==> src/rtl/mem_access_stage_pkg.sv <==
// mem_access_stage_pkg: shared widths, access-width codes and FSM states for the MEM stage
package mem_access_stage_pkg;
  localparam int NB_DATA_DFLT = 32;
  typedef enum logic [1:0] {
    BYTE = 2'b00,
    HALF = 2'b01,
    WORD = 2'b11
  } width_e;
  typedef enum logic {
    IDLE = 1'b0,
    WAIT = 1'b1
  } state_e;
endpackage

==> src/rtl/mem_align.sv <==
// mem_align: store lane replication, byte enables, load extraction/extension, misalignment detection
module mem_align
  import mem_access_stage_pkg::*;
#(
  parameter int NB_DATA = NB_DATA_DFLT
) (
  input  logic [1:0]         i_width,
  input  logic               i_sign_flag,
  input  logic               i_read,
  input  logic               i_write,
  input  logic [1:0]         i_lane,
  input  logic [NB_DATA-1:0] i_wdata,
  input  logic [NB_DATA-1:0] i_rdata,
  output logic [3:0]         o_be,
  output logic [NB_DATA-1:0] o_wdata,
  output logic [NB_DATA-1:0] o_rdata,
  output logic               o_misaligned
);
  logic        w_byte;
  logic        w_half;
  logic [7:0]  w_b;
  logic [15:0] w_h;
  // width decode: the unused 10 code falls through to word
  assign w_byte = i_width == BYTE;
  assign w_half = i_width == HALF;
  // load lane extraction, little-endian
  assign w_b = i_rdata[{i_lane, 3'b000} +: 8];
  assign w_h = i_rdata[{i_lane[1], 4'b0000} +: 16];
  // loads always fetch the whole word; stores enable only the touched lanes
  assign o_be = i_read ? 4'hF : w_byte ? 4'b0001 << i_lane : w_half ? (i_lane[1] ? 4'hC : 4'h3) : 4'hF;
  assign o_wdata = w_byte ? {4{i_wdata[7:0]}} : w_half ? {2{i_wdata[15:0]}} : i_wdata;
  assign o_rdata = w_byte ? {{(NB_DATA-8){i_sign_flag & w_b[7]}}, w_b}
                 : w_half ? {{(NB_DATA-16){i_sign_flag & w_h[15]}}, w_h} : i_rdata;
  // simultaneous read+write is rejected through the same error path as misalignment
  assign o_misaligned = (i_read & i_write) | (w_half & i_lane[0]) | (~w_byte & ~w_half & |i_lane);
endmodule

==> src/rtl/mem_access_stage.sv <==
// mem_access_stage: data-memory handshake FSM plus the MEM/WB pipeline register
module mem_access_stage
  import mem_access_stage_pkg::*;
#(
  parameter int NB_DATA = NB_DATA_DFLT
) (
  input  logic               clk,
  input  logic               i_rst_n,
  input  logic               i_halt,
  input  logic               i_mem2reg,
  input  logic               i_memRead,
  input  logic               i_memWrite,
  input  logic               i_regWrite,
  input  logic [1:0]         i_width,
  input  logic               i_sign_flag,
  input  logic [4:0]         i_write_reg,
  input  logic [NB_DATA-1:0] i_result,
  input  logic [NB_DATA-1:0] i_data4Mem,
  output logic               o_dm_req,
  output logic               o_dm_we,
  output logic [NB_DATA-1:0] o_dm_addr,
  output logic [3:0]         o_dm_be,
  output logic [NB_DATA-1:0] o_dm_wdata,
  input  logic               i_dm_ack,
  input  logic [NB_DATA-1:0] i_dm_rdata,
  output logic               o_stall,
  output logic               o_mem2reg,
  output logic               o_regWrite,
  output logic [4:0]         o_write_reg,
  output logic [NB_DATA-1:0] o_alu_result,
  output logic [NB_DATA-1:0] o_read_data,
  output logic               o_misaligned
);
  state_e             r_state;
  logic               r_mem2reg;
  logic               r_regWrite;
  logic [4:0]         r_write_reg;
  logic [NB_DATA-1:0] r_alu_result;
  logic [NB_DATA-1:0] r_read_data;
  logic               r_misaligned;
  logic               w_mis;
  logic               w_mem;
  logic               w_err;
  logic               w_wait;
  logic               w_frozen;
  logic [NB_DATA-1:0] w_ld;

  mem_align #(.NB_DATA(NB_DATA)) u_align (
    .i_width     (i_width),
    .i_sign_flag (i_sign_flag),
    .i_read      (i_memRead),
    .i_write     (i_memWrite),
    .i_lane      (i_result[1:0]),
    .i_wdata     (i_data4Mem),
    .i_rdata     (i_dm_rdata),
    .o_be        (o_dm_be),
    .o_wdata     (o_dm_wdata),
    .o_rdata     (w_ld),
    .o_misaligned(w_mis)
  );

  assign w_mem  = i_memRead | i_memWrite;
  assign w_err  = w_mem & w_mis;
  assign w_wait = r_state == WAIT;
  // halt only freezes once no access is in flight, so a WAIT always completes first
  assign w_frozen = i_halt & ~w_wait;
  // reset gates the request so it drops without waiting for the state flop
  assign o_dm_req  = i_rst_n & (w_wait | (~i_halt & w_mem & ~w_mis));
  assign o_dm_we   = o_dm_req & i_memWrite;
  assign o_dm_addr = {i_result[NB_DATA-1:2], 2'b00};
  assign o_stall   = o_dm_req & ~i_dm_ack;
  assign o_mem2reg    = r_mem2reg;
  assign o_regWrite   = r_regWrite;
  assign o_write_reg  = r_write_reg;
  assign o_alu_result = r_alu_result;
  assign o_read_data  = r_read_data;
  assign o_misaligned = r_misaligned;

  // handshake FSM: an unacknowledged request parks in WAIT until ack
  always_ff @(posedge clk or negedge i_rst_n) begin
    if (!i_rst_n) r_state <= IDLE;
    else r_state <= o_stall ? WAIT : IDLE;
  end

  // MEM/WB register: hold when frozen, bubble while stalled, otherwise capture the instruction
  always_ff @(posedge clk or negedge i_rst_n) begin
    if (!i_rst_n) begin
      r_mem2reg    <= 1'b0;
      r_regWrite   <= 1'b0;
      r_write_reg  <= '0;
      r_alu_result <= '0;
      r_read_data  <= '0;
      r_misaligned <= 1'b0;
    end else if (w_frozen) begin
      r_misaligned <= 1'b0;
    end else if (o_stall) begin
      r_mem2reg    <= 1'b0;
      r_regWrite   <= 1'b0;
      r_misaligned <= 1'b0;
    end else begin
      r_mem2reg    <= i_mem2reg;
      r_regWrite   <= i_regWrite & ~w_err;
      r_write_reg  <= i_write_reg;
      r_alu_result <= i_result;
      r_misaligned <= w_err;
      if (o_dm_req & i_memRead) r_read_data <= w_ld;
    end
  end
endmodule

==> config.mk <==
export PLATFORM = sky130hd
export DESIGN_NAME = mem_access_stage
export DESIGN_NICKNAME = d
export VERILOG_FILES = /design/src/rtl/mem_access_stage_pkg.sv /design/src/rtl/mem_align.sv /design/src/rtl/mem_access_stage.sv
export SDC_FILE = /design/constraint.sdc
export NUM_CORES = 1
export LEC_CHECK = 0
export ABC_AREA = 1
export CAP_MARGIN = 30
export CORE_MARGIN = 1
export CORE_UTILIZATION = 35
export CTS_CLUSTER_DIAMETER = 100
export CTS_CLUSTER_SIZE = 24
export DETAILED_ROUTE_END_ITERATION = 10
export PLACE_DENSITY = 0.85
export SKIP_LAST_GASP = 1
export SLEW_MARGIN = 20
export SYNTH_ARGS = -nofsm -noshare
export SYNTH_HDL_FRONTEND = slang
export SYNTH_HIERARCHICAL = 1
export SYNTH_SLANG_ARGS = --single-unit
==> constraint.sdc <==
create_clock -name clk -period 1.9 [get_ports clk]
set_input_delay 0.285 -clock clk [delete_from_list [all_inputs] [get_ports clk]]
set_output_delay 0.285 -clock clk [all_outputs]
set_load 0.01 [all_outputs]
# == Yosys cells after proc, flatten, opt, wreduce, memory -nomap -nowiden ==
# Cells that the tools add are included.
# classes
eq_ne,1
shifts,3
mux,13
bitwise_logic,28
reduce_logical,4
# op_table
cell,n
32-bit 2-to-1 mux,4
32-bit by 6-bit indexed part select with 16-bit output,1
32-bit by 6-bit indexed part select with 8-bit output,1
4-bit 2-to-1 mux,4
1-bit AND,15
1-bit NOT,9
1-bit 2-to-1 mux,5
1-bit bitwise OR,4
"1-bit by 2-bit << shifter with 4-bit output, first input constant",1
3-bit AND reduction,1
"2-bit by 1-bit == test with 1-bit output, second input constant",1
2-bit zero test,1
2-bit AND reduction,1
2-bit OR reduction,1
# totals
regBits,73
inputBits,112
elab_cells,56

# == Longest topological paths before layout ==
# Gate-level depths: netlist of run 1.
# logic_depth
depth_word,12
depth_mapped,13
mapped_depth_nobuf,10

# == Cells and area by module ==
# The synthesis of run 1 kept the hierarchy.
# by_module_without_submodules
mod,instances,cells_per_inst,area_per_inst_um2,seq_area_each_um2
mem_access_stage,1,363,3223.1,1826.8
mem_align,1,294,1297.5,0.0

# == Least setup slack after synthesis of run 1 ==
# OpenSTA, ideal clock, no wires.
# synth_timing
path_kind,input -> output
startpoint,input port i_result[0]
endpoint,output port o_stall
arrival_ns,1.485
slack_ns,0.130
cell_stages,9
path_buffers,2
path_cell_list,clkbuf_1 -> nor2_1 -> o221ai_1 -> nor2_1 -> nand2_1 -> nand2_1 -> nand3_2 -> buf_2 -> inv_1
# synth_via
elab_chain_len,8
word_cells_on_any_way,10
cone_classes,bitwise: 9; reduce/logical: 1
# synth_lines
item,line,text
start: declaration,mem_access_stage.sv:17,"input logic [NB_DATA-1:0] i_result,"
1-bit AND / 2-bit OR reduction (equally long branches),mem_align.sv:35,assign o_misaligned = (i_read & i_write) | (w_half & i_lane[0]) | (~w_byte & ~w_half & |i_lane);
1-bit bitwise OR / 1-bit AND (equally long branches),mem_align.sv:35,
1-bit bitwise OR (*),mem_align.sv:35,
net w_mis,mem_access_stage.sv:41,logic w_mis;
1-bit NOT (*),mem_access_stage.sv:68,assign o_dm_req = i_rst_n & (w_wait | (~i_halt & w_mem & ~w_mis));
1-bit AND (*),mem_access_stage.sv:68,
1-bit bitwise OR (*),mem_access_stage.sv:68,
1-bit AND (*),mem_access_stage.sv:68,
1-bit AND (*),mem_access_stage.sv:71,assign o_stall = o_dm_req & ~i_dm_ack;
end: declaration,mem_access_stage.sv:26,"output logic o_stall,"
# Mark *: on every way through the listed nets, which the timed path passes. The rest lies on a longest branch.

# == Worst setup path after layout of run 1 ==
# layout_timing
startpoint,input port i_width[0]
endpoint,output port o_dm_be[0]
# layout_via
elab_chain_len,4
word_cells_on_any_way,5
cone_classes,eq/ne: 1; mux: 3; reduce/logical: 1
# layout_lines
item,line,text
start: declaration,mem_access_stage.sv:14,"input logic [1:0] i_width,"
2-bit by 1-bit == test with 1-bit output,mem_align.sv:25,assign w_half = i_width == HALF;
4-bit 2-to-1 mux,mem_align.sv:30,assign o_be = i_read ? 4'hF : w_byte ? 4'b0001 << i_lane : w_half ? (i_lane[1] ? 4'hC : 4'h3) : 4'hF;
4-bit 2-to-1 mux (*) (2 in series),mem_align.sv:30,
end: declaration,mem_access_stage.sv:22,"output logic [3:0] o_dm_be,"
# Mark *: on every way between the ends. The rest lies on a longest branch, timed or not.

==> results.py, run 1 <==
metrics = {
    "worst_setup_path": {
        "critPathArrivalTime_ps": 1560,
        "critPathCaptureType": "output port",
        "slowest_stage": "dlygate4sd2_1",
        "cp_cell_sequence": "dlygate4sd2_1 > buf_4 > nor2_4 > buf_6 > o21ai_0 > nand2_1 > nand2_1 > dlygate4sd2_1",
        "path_max_fanout": 8,
        "cp-start-kind": "primary input",
        "crit_required_ps": 1620,
        "reg2reg_depth": 7,
        "criticalPathCategory": "in2out",
        "max_stage_delay_ps": 290,
    },
    "detailed_routing": {
        "vias": 5332,
        "dr.pass1.iters": 5,
        "ant_nets": 0,
        "drc_errors": 0,
        "wirelength_mm": 16.6,
        "drtIter0Drc": 448,
        "wl_per_cell_um": 15.5,
        "avgViaCountPerCell": 4.97,
    },
    "logic_synthesis": {
        "avgSynthCellArea_um2": 6.88,
        "ys_seq_area_share_pct": 40.4,
        "ys_types": 26,
        "ys_seq_elements": 73,
        "synth_area_leaders": "dfrtp_1 (40%), nand2_1 (25%), nand3_1 (8.1%)",
        "ys_warn_count": 6,
        "syn_area_um2": 4520,
        "yosysTopAreaCell": "dfrtp_1",
        "synthesis.instances": 657,
        "synth_top_area_share_pct": 40.4,
    },
    "cells_and_area": {
        "area_growth_pct": 68.3,
        "multi_input_area_um2": 2020,
        "utilization_pct": 60.3,
        "layout.nets": 1007,
        "layout_commonest_cell": "nand2_1",
        "fill_cells": 1152,
        "drive_gt1_share_pct": 9.78,
        "finalNonFillerCells": 1073,
        "seq_area_um2": 1830,
        "final_cell_mix": "nand2_1 (300), clkdlybuf4s50_1 (222), nand3_1 (73), dfrtp_1 (73), inv_1 (52)",
    },
    "power_and_ir_drop": {
        "report.power.total_mw": 5.90,
        "ir_worst_vdd_uv": 501,
        "leakagePower_nw": 3.88,
        "power_density_nw_per_um2": 776,
    },
    "clock_network": {
        "cts.sinks": 73,
        "root_buffer": "clkbuf_16",
        "cts_buffers": 9,
        "cts_tree": "built",
        "clockBufferDepth": 2,
        "clock_latency_ps": 330,
        "htreeDepth": 3,
        "clkSlewWorstSetupHoldPaths_ps": 60,
    },
    "timing": {
        "finalHoldViolations": 0,
        "fmax_ghz": 0.541,
        "rsz0062_at_grt": "yes",
        "layout_min_cycle_time_ps": 1850,
        "skew_ps": 7.95,
        "drv_slew": 0,
        "whs_ps": 326,
        "finalSetupViolCount": 0,
        "period_share_pct": 97.3,
        "tns_ps": 0,
    },
    "floorplanning": {
        "fp-row-count": 41,
        "pin_count": 255,
        "fp.dieArea_um2": 13400,
        "start_util_pct": 35.8,
        "core_um2": 12600,
        "die_x_um": 116,
        "die_h_um": 116,
    },
    "place": {
        "portBuffers": 252,
        "dp_cells": 1051,
        "place_hpwl_mm": 12.8,
        "place.gp.congestion": 0.951,
    },
    "global_routing": {
        "grt.total_usage_pct": 24.8,
        "grt-ovfl-total": 0,
        "grt_max_degree": 71,
        "grt_pass1_wl_mm": 25.4,
        "grt_pass1_vias": 5070,
        "grt_antenna_before_repair": 1,
    },
    "flow_run": {
        "maxCapViolCount": 0,
    },
    "min_path": {
        "hp-class": "in2async",
    },
    "run_status": {
        "outcome": "finished clean",
    },
}
==> layout make-up <==
type | count | share of cell area [%]
clock buffer | 11 | 3.32
timing repair buffer | 304 | 39.6
inverter | 56 | 2.76
multi-input combinational | 451 | 26.6
sequential | 73 | 24.0
antenna | 1 | 0.0329
clock inverter | 5 | 0.823
tap | 172 | 2.83
==> layer usage <==
layer	share of wire, %	GRT usage [%]
met5	0	0
met1	37	27.6
met3	8.3	5.44
met2	52	44.8
met4	2.9	12.2
==> logic make-up (layout without fill, tap and decap cells) <==
family,Yosys count,in the layout,share of synthesized area [%]
other cells,1,3,0.0830
flops,73,73,40.4
buf+inv,134,376,15.8
compound gates,26,26,3.65
simple gates,423,423,40.1
==> power breakdown <==
part	total, mW	switching (mW)	internal, mW
Combinational	2.10	0.963	1.14
Clock	1.77	0.676	1.10
Sequential	2.03	0.161	1.86
Total	5.90	1.80	4.10
==> synthesized netlist by cell type <==
| library cell | instances |
|---|---|
| nand2_1 | 303 |
| dfrtp_1 | 73 |
| nand3_1 | 73 |
| inv_1 | 52 |
| buf_4 | 44 |
| nand4_1 | 36 |
| buf_2 | 18 |
| clkbuf_1 | 11 |
| o21ai_0 | 9 |
| o211ai_1 | 8 |
| inv_2 | 4 |
| nor2_1 | 4 |
| o22ai_1 | 4 |
| buf_6 | 3 |
| a21oi_1 | 2 |
| buf_1 | 2 |
| nor2_2 | 2 |
| a21oi_2 | 1 |
| a22oi_1 | 1 |
| conb_1 | 1 |
| nand2_2 | 1 |
| nand2_4 | 1 |
| nand3_2 | 1 |
| nand3_4 | 1 |
| nor2_4 | 1 |
| o221ai_1 | 1 |
==> per-stage QoR <==
stage	cell area (um^2)	setup slack, ps
global placement	7200	-511
finish	7610	51.2
CTS	7560	60.3
floorplan	4520	130
global route	7610	-33.6
detailed placement	7200	-536
==> what timing repair did <==
action,4_1_cts,5_1_grt
hold buffers,1,0
setup endpoints to repair,79,3
resized for setup,49,3
setup buffers,3,0
pin swaps,3,2
gates cloned,0,0
endpoints found under the hold margin,3,0
==> final timing paths <==
kind,start,to,slack [ps]
max,i_width[0],o_dm_be[0],50
min,i_rst_n,r_state$_DFF_PN0_,330
max reg2reg,r_state$_DFF_PN0_,o_alu_result[23]$_DFFE_PN0P_,410
min reg2reg,o_alu_result[19]$_DFFE_PN0P_,o_alu_result[19]$_DFFE_PN0P_,470
min in group clk,o_alu_result[19]$_DFFE_PN0P_,o_alu_result[19]$_DFFE_PN0P_,470
max in group asynchronous,i_rst_n,o_misaligned$_DFF_PN0_,760
==> critical path: cells and delay by family <==
kind,cells,cell delay [ps]
simple gates,3,280
buf+inv,4,870
compound gates,1,130
Note: power is estimated with default switching activity, not from simulation.
==> run 2: changes to the inputs <==
--- a/config.mk
+++ b/config.mk
@@ -6,7 +6,7 @@
 export NUM_CORES = 1
 export LEC_CHECK = 0
 export ABC_AREA = 1
-export CAP_MARGIN = 30
+export CAP_MARGIN = 15
 export CORE_MARGIN = 1
 export CORE_UTILIZATION = 35
 export CTS_CLUSTER_DIAMETER = 100
==> run 2 against run 1 <==
Against the previous run:
- routed wire length up 0.12%
- total power hardly changed
- sequential share of layout area up 0.087 points
- non-clock buffer count fell by 1
- critical path depth unchanged
- sequential power is essentially flat
- highest routed layer unchanged
- cell count about the same
- via count is 0.81% higher
- global-route usage unchanged
- hold slack about the same
- clock skew is essentially flat
- die area unchanged
- largest cell class unchanged
- largest power group unchanged
==> results.py, run 2 (synthesis results as in run 1) <==
metrics = {
    "power_and_ir_drop": {
        "ir_worst_vdd_uv": 503,
        "pwr-share-seq_pct": 34.4,
        "p_comb_share_pct": 35.6,
        "report.power.total_mw": 5.90,
        "power_density_nw_per_um2": 778,
        "sw_frac_of_total_pct": 30.5,
        "pwr-share-clk_pct": 30.1,
        "leakagePower_nw": 3.87,
        "p_sw_mw": 1.80,
        "p_int_mw": 4.10,
    },
    "clock_network": {
        "htreeDepth": 3,
        "cts_buffers": 9,
        "clkSlewWorstSetupHoldPaths_ps": 60,
        "clockBufferDepth": 2,
        "cts.sinks": 73,
        "clock_latency_ps": 330,
        "cts_tree": "built",
        "root_buffer": "clkbuf_16",
    },
    "detailed_routing": {
        "drc_errors": 0,
        "wl_per_cell_um": 15.5,
        "avgViaCountPerCell": 5.01,
        "wirelength_mm": 16.6,
        "dr.pass1.iters": 6,
        "vias": 5375,
        "drtIter0Drc": 429,
        "ant_nets": 0,
    },
    "worst_setup_path": {
        "reg2reg_depth": 7,
        "crit_required_ps": 1620,
        "crit_start": "i_result[1]",
        "critPathCaptureType": "output port",
        "rrSetupSlack_ps": 410,
        "path_max_fanout": 15,
        "r2r_start": "r_state$_DFF_PN0_",
        "cp-start-kind": "primary input",
        "critPathArrivalTime_ps": 1560,
        "criticalPathCategory": "in2out",
        "reg2reg_to": "o_alu_result[23]$_DFFE_PN0P_",
        "crit_end": "o_dm_be[0]",
    },
    "min_path": {
        "hp-class": "in2async",
    },
    "global_routing": {
        "grt.total_usage_pct": 24.8,
        "grt_max_degree": 71,
        "grt_pass1_vias": 5070,
        "grt_antenna_before_repair": 1,
        "grt-ovfl-total": 0,
        "grt_pass1_wl_mm": 25.4,
    },
    "timing": {
        "fin_ws_ps": 57.1,
        "fmax_ghz": 0.543,
        "layout_min_cycle_time_ps": 1840,
        "worst_slew_pin_slew_ps": 890,
        "finalHoldViolations": 0,
        "finalSetupViolCount": 0,
        "drv_slew": 0,
        "max-slew-margin-rel_pct": 40.7,
        "skew_ps": 7.93,
        "rsz0062_at_grt": "yes",
        "period_share_pct": 97.0,
    },
    "floorplanning": {
        "die_x_um": 116,
        "fp.dieArea_um2": 13400,
        "die_h_um": 116,
        "core_um2": 12600,
        "fp-row-count": 41,
        "pin_count": 255,
        "start_util_pct": 35.8,
    },
    "place": {
        "post-place-ws_ps": -536,
        "place.gp.congestion": 0.951,
        "place_hpwl_mm": 12.8,
        "portBuffers": 252,
        "dp_cells": 1051,
    },
    "cells_and_area": {
        "layout_commonest_cell": "nand2_1",
        "finalNonFillerCells": 1072,
        "drive_gt1_share_pct": 9.68,
        "layout.nets": 1006,
        "final_cell_mix": "nand2_1 (300), clkdlybuf4s50_1 (222), nand3_1 (73), dfrtp_1 (73), inv_1 (52)",
        "area_growth_pct": 67.6,
        "fill_cells": 1159,
    },
    "run_status": {
        "outcome": "finished clean",
    },
    "flow_run": {
        "maxCapViolCount": 0,
    },
}
==> run 2: cell types whose count changed in the layout (fill, tap and decap cells not counted), sizes merged <==
| cell | change |
|---|---|
| buf | -1 |
==> run 2: worst min path at each step <==
stage / from / to / slack [ps] / cells past startpoint
after global placement: i_rst_n / o_alu_result[14]$_DFFE_PN0P_ / 120 / 1
after global routing: i_rst_n / r_state$_DFF_PN0_ / 330 / 2
after floorplan: i_rst_n / o_alu_result[0]$_DFFE_PN0P_ / -10 / 0
after CTS: i_rst_n / r_state$_DFF_PN0_ / 320 / 2
final: i_rst_n / r_state$_DFF_PN0_ / 330 / 2
after detailed placement: i_rst_n / o_alu_result[14]$_DFFE_PN0P_ / 120 / 1
==> run 2: critical path, cell delays in order <==
cell	delay, ps
dlygate4sd2_1	340
buf_6	200
inv_1	110
nor2_4	170
inv_2	50
nand2_1	60
nand2_1	50
dlygate4sd2_1	290
==> run 2: cell type report <==
cell class	instances	area, um^2	area share [%]
inverters	56	210	2.77
clock buffers	11	253	3.33
diodes	1	2.50	0.0330
flip-flops and latches	73	1830	24.1
repair buffers	303	2990	39.4
well taps	172	215	2.84
clock inverters	5	62.6	0.825
multi-input cells	451	2020	26.7
==> run 2: timing repair <==
action                                  in CTS  in global routing
endpoints found under the hold margin        3                  0
hold buffers                                 1                  0
pin swaps                                    3                  2
gates resized for setup                     49                  3
endpoints found under the setup margin      79                  3
cloned                                       0                  0
buffers inserted                             3                  0
==> run 2: power groups by stage <==
stage / registers (mW) / logic [mW] / clock network, mW
CTS: 2.03 / 2.11 / 1.80
detailed placement: 2.05 / 2.11 / 0
floorplan: 2.20 / 0.645 / 0
global route: 2.07 / 2.27 / 1.88
global placement: 2.04 / 2.08 / 0
finish: 2.03 / 2.10 / 1.77
==> run 2: through the flow <==
stage                     utilization [%]  cell area [um^2]  hold slack (ps)  setup TNS (ps)
after floorplan                         -              4520            -10.6               0
after global placement               57.0              7200              116          -34480
after detailed placement             57.0              7200              118          -37880
after CTS                            59.9              7560              319               0
after global routing                 60.1              7580              328           -33.6
final                                60.1              7580              325               0
==> run 2: routing by layer <==
layer	GRT usage, %	share of wire, %	vias to the layer above
met5	0	0	-
met4	12.2	3.1	0
met3	5.44	8.6	42
met2	44.8	51	332
met1	27.6	37	2475
li1	-	-	2526
==> run 3: changes to the inputs <==
--- a/config.mk
+++ b/config.mk
@@ -12,10 +12,11 @@
 export CTS_CLUSTER_DIAMETER = 100
 export CTS_CLUSTER_SIZE = 24
 export DETAILED_ROUTE_END_ITERATION = 10
-export PLACE_DENSITY = 0.85
+export GPL_TIMING_DRIVEN = 0
+export PLACE_DENSITY = 0.84
+export SETUP_SLACK_MARGIN = 0.1
 export SKIP_LAST_GASP = 1
 export SLEW_MARGIN = 20
 export SYNTH_ARGS = -nofsm -noshare
 export SYNTH_HDL_FRONTEND = slang
-export SYNTH_HIERARCHICAL = 1
 export SYNTH_SLANG_ARGS = --single-unit
==> run 3 against run 2 <==
Against the previous run:
- fmax rose by 3.6%
- via count rose by 4.8%
- routed wire length rose by 2.3%
- non-clock buffer count rose by 40
- cell count rose by 7.4%
- total power fell by 2.0%
- register-to-register slack got worse by 120 ps
- die area rose by 3.4%
==> results.py, run 3 <==
metrics = {
    "run_status": {
        "outcome": "finished clean",
    },
    "logic_synthesis": {
        "synthesis.instances": 700,
        "ys.flop_type": "dfrtp_1",
        "synth_area_leaders": "dfrtp_1 (39%), nand2_1 (25%), nand3_1 (7.7%)",
        "synth-edff-count": 0,
        "synth_top_area_share_pct": 39.0,
        "ys_seq_elements": 73,
        "ys_seq_area_share_pct": 39.0,
        "synthTopCellsByCount": "nand2_1 (315), dfrtp_1 (73), nand3_1 (72)",
        "ys_warn_count": 0,
        "synth_most_common_cell": "nand2_1",
        "syn_area_um2": 4680,
        "avgSynthCellArea_um2": 6.68,
        "yosysTopAreaCell": "dfrtp_1",
        "ys_types": 21,
        "async_flop_share_pct": 100,
    },
    "global_routing": {
        "grt_util_met3_pct": 5.57,
        "use_met1_pct": 27.1,
        "grt-busiest-layer": "met2",
        "grt_antenna_before_repair": 0,
        "grt_max_degree": 44,
        "grt_pass1_vias": 5507,
        "grt.total_usage_pct": 25.0,
        "use_met2_pct": 46.6,
        "grt-ovfl-total": 0,
        "grt_pass1_wl_mm": 27.4,
    },
    "worst_setup_path": {
        "criticalPathCategory": "in2out",
        "critPathBufInv": 2,
        "path_depth": 4,
        "reg2reg_to": "o_mem2reg$_DFFE_PN0N_",
        "max_stage_delay_ps": 550,
        "slowest_stage": "clkdlybuf4s50_1",
        "critPathCaptureType": "output port",
        "crit_start": "i_data4Mem[0]",
        "cp_cell_sequence": "clkdlybuf4s50_1 > nand2_1 > nand2_1 > clkdlybuf4s50_1",
        "critPathArrivalTime_ps": 1490,
        "crit_family": "buffers and inverters",
        "rrSetupSlack_ps": 290,
        "reg2reg_depth": 6,
        "r2r_start": "r_state$_DFF_PN0_",
        "path_max_fanout": 3,
        "crit_required_ps": 1620,
        "cp-start-kind": "primary input",
    },
    "detailed_routing": {
        "drc_errors": 0,
        "ant_nets": 0,
        "avgViaCountPerCell": 4.89,
        "wirelength_mm": 17.0,
        "wl_per_cell_um": 14.8,
        "vias": 5631,
        "drtIter0Drc": 345,
        "dr.pass1.iters": 5,
    },
    "cells_and_area": {
        "layout_commonest_cell": "nand2_1",
        "finalNonFillerCells": 1151,
        "antenna_cells": 0,
        "final_cell_mix": "nand2_1 (312), clkdlybuf4s50_1 (220), dfrtp_1 (73)",
        "layout.nets": 1086,
        "fill_cells": 1201,
        "area_growth_pct": 67.1,
        "drive_gt1_share_pct": 13.8,
    },
    "power_and_ir_drop": {
        "power_density_nw_per_um2": 739,
        "sw_frac_of_total_pct": 29.7,
        "p_sw_mw": 1.71,
        "p_comb_share_pct": 36.5,
        "p_int_mw": 4.06,
        "pwr-share-seq_pct": 35.2,
        "leakagePower_nw": 4.10,
        "ir_worst_vdd_uv": 393,
        "pwr-share-clk_pct": 28.3,
    },
    "timing": {
        "finalHoldViolations": 0,
        "drv_slew": 0,
        "period_share_pct": 93.6,
        "finalSetupViolCount": 0,
        "rsz0062_at_grt": "yes",
        "layout_min_cycle_time_ps": 1780,
        "fmax_ghz": 0.562,
        "skew_ps": 4.84,
        "whs_ps": 343,
    },
    "floorplanning": {
        "core_um2": 12800,
        "fp.dieArea_um2": 13800,
        "die_x_um": 118,
        "die_h_um": 118,
        "start_util_pct": 36.5,
        "fp-row-count": 41,
        "pin_count": 255,
    },
    "clock_network": {
        "cts_tree": "built",
        "htreeDepth": 3,
        "cts_buffers": 9,
        "clkSlewWorstSetupHoldPaths_ps": 50,
        "root_buffer": "clkbuf_16",
        "clockBufferDepth": 2,
        "clock_latency_ps": 330,
        "cts.sinks": 73,
    },
    "min_path": {
        "hp-class": "in2reg",
        "whs_endpoint": "r_state$_DFF_PN0_",
        "min_path_cells": 4,
        "min_from": "i_rst_n",
    },
    "place": {
        "dp_cells": 1125,
        "portBuffers": 251,
        "place.gp.congestion": 0.917,
        "place_hpwl_mm": 13.8,
    },
    "flow_run": {
        "maxCapViolCount": 0,
    },
}
run 3: changes by cell type in the layout (fill, tap and decap cells not counted), moves of 8 or more:
cell	previous run	this run
buf_2	1	27
buf_4	39	57
dlygate4sd2_1	25	10
clkbuf_1	0	8
nand2_1	300	312
inv_1	52	61
nor2_1	3	28
run 3: worst max path at each step:
stage                           to  slack (ps)
CTS                 o_dm_wdata[25]         120
global route        o_dm_wdata[25]          80
global placement           o_stall       -3480
finish              o_dm_wdata[16]         120
floorplan           o_dm_wdata[13]         370
detailed placement  o_dm_wdata[30]        -830
run 3: cell families after synthesis:
logic type             count (synthesis)  synth area share, %
buffers and inverters                146                 16.5
DFF                                   73                 39.0
other                                  1               0.0802
and+or+nand+nor                      460                 41.8
AOI/OAI and AO/OA                     20                 2.59
run 3: power groups by stage:
stage	registers [mW]	logic (mW)	clock network [mW]
floorplan	2.19	0.664	0
global placement	2.05	2.08	0
detailed placement	2.06	2.11	0
CTS	2.04	2.13	1.68
global route	2.07	2.28	1.75
finish	2.03	2.11	1.63
run 3: routing by layer:
layer / wire [um] / part of all wire [%]
met5: 0 / 0
met4: 446 / 2.6
met3: 1300 / 7.6
met2: 8890 / 52
met1: 6400 / 38
run 3: tightest hold or removal path, stage by stage:
cell and delay [ps]:
buf_4 140, nand3_4 80, buf_6 90, inv_1 40
run 3: metrics by stage:
step | setup TNS (ps) | total power [mW] | setup WS [ps] | utilization (%) | cell area, um^2
after floorplan | 0 | 2.86 | 371 | - | 4680
after global placement | -385140 | 4.13 | -3480 | 57.8 | 7410
after detailed placement | -29890 | 4.17 | -828 | 57.9 | 7430
after global routing | 0 | 6.11 | 82.3 | 60.9 | 7820
after CTS | 0 | 5.84 | 119 | 61.1 | 7830
final | 0 | 5.78 | 121 | 60.9 | 7820
run 3: area by class of cell:
| type | count | area (um^2) | area share (%) |
|---|---|---|---|
| timing repair buffer | 262 | 2540 | 32.5 |
| clock inverter | 3 | 40.0 | 0.512 |
| multi-input combinational | 482 | 2100 | 26.9 |
| buffer | 81 | 589 | 7.54 |
| tap | 172 | 215 | 2.75 |
| inverter | 65 | 255 | 3.27 |
| sequential | 73 | 1830 | 23.4 |
| clock buffer | 13 | 250 | 3.20 |
run 3: what timing repair did:
item,4_1_cts,5_1_grt
resized for setup,102,12
setup endpoints to repair,31,39
hold endpoints to repair,30,0
setup buffers,8,0
hold buffers,2,0
pin swaps,3,1
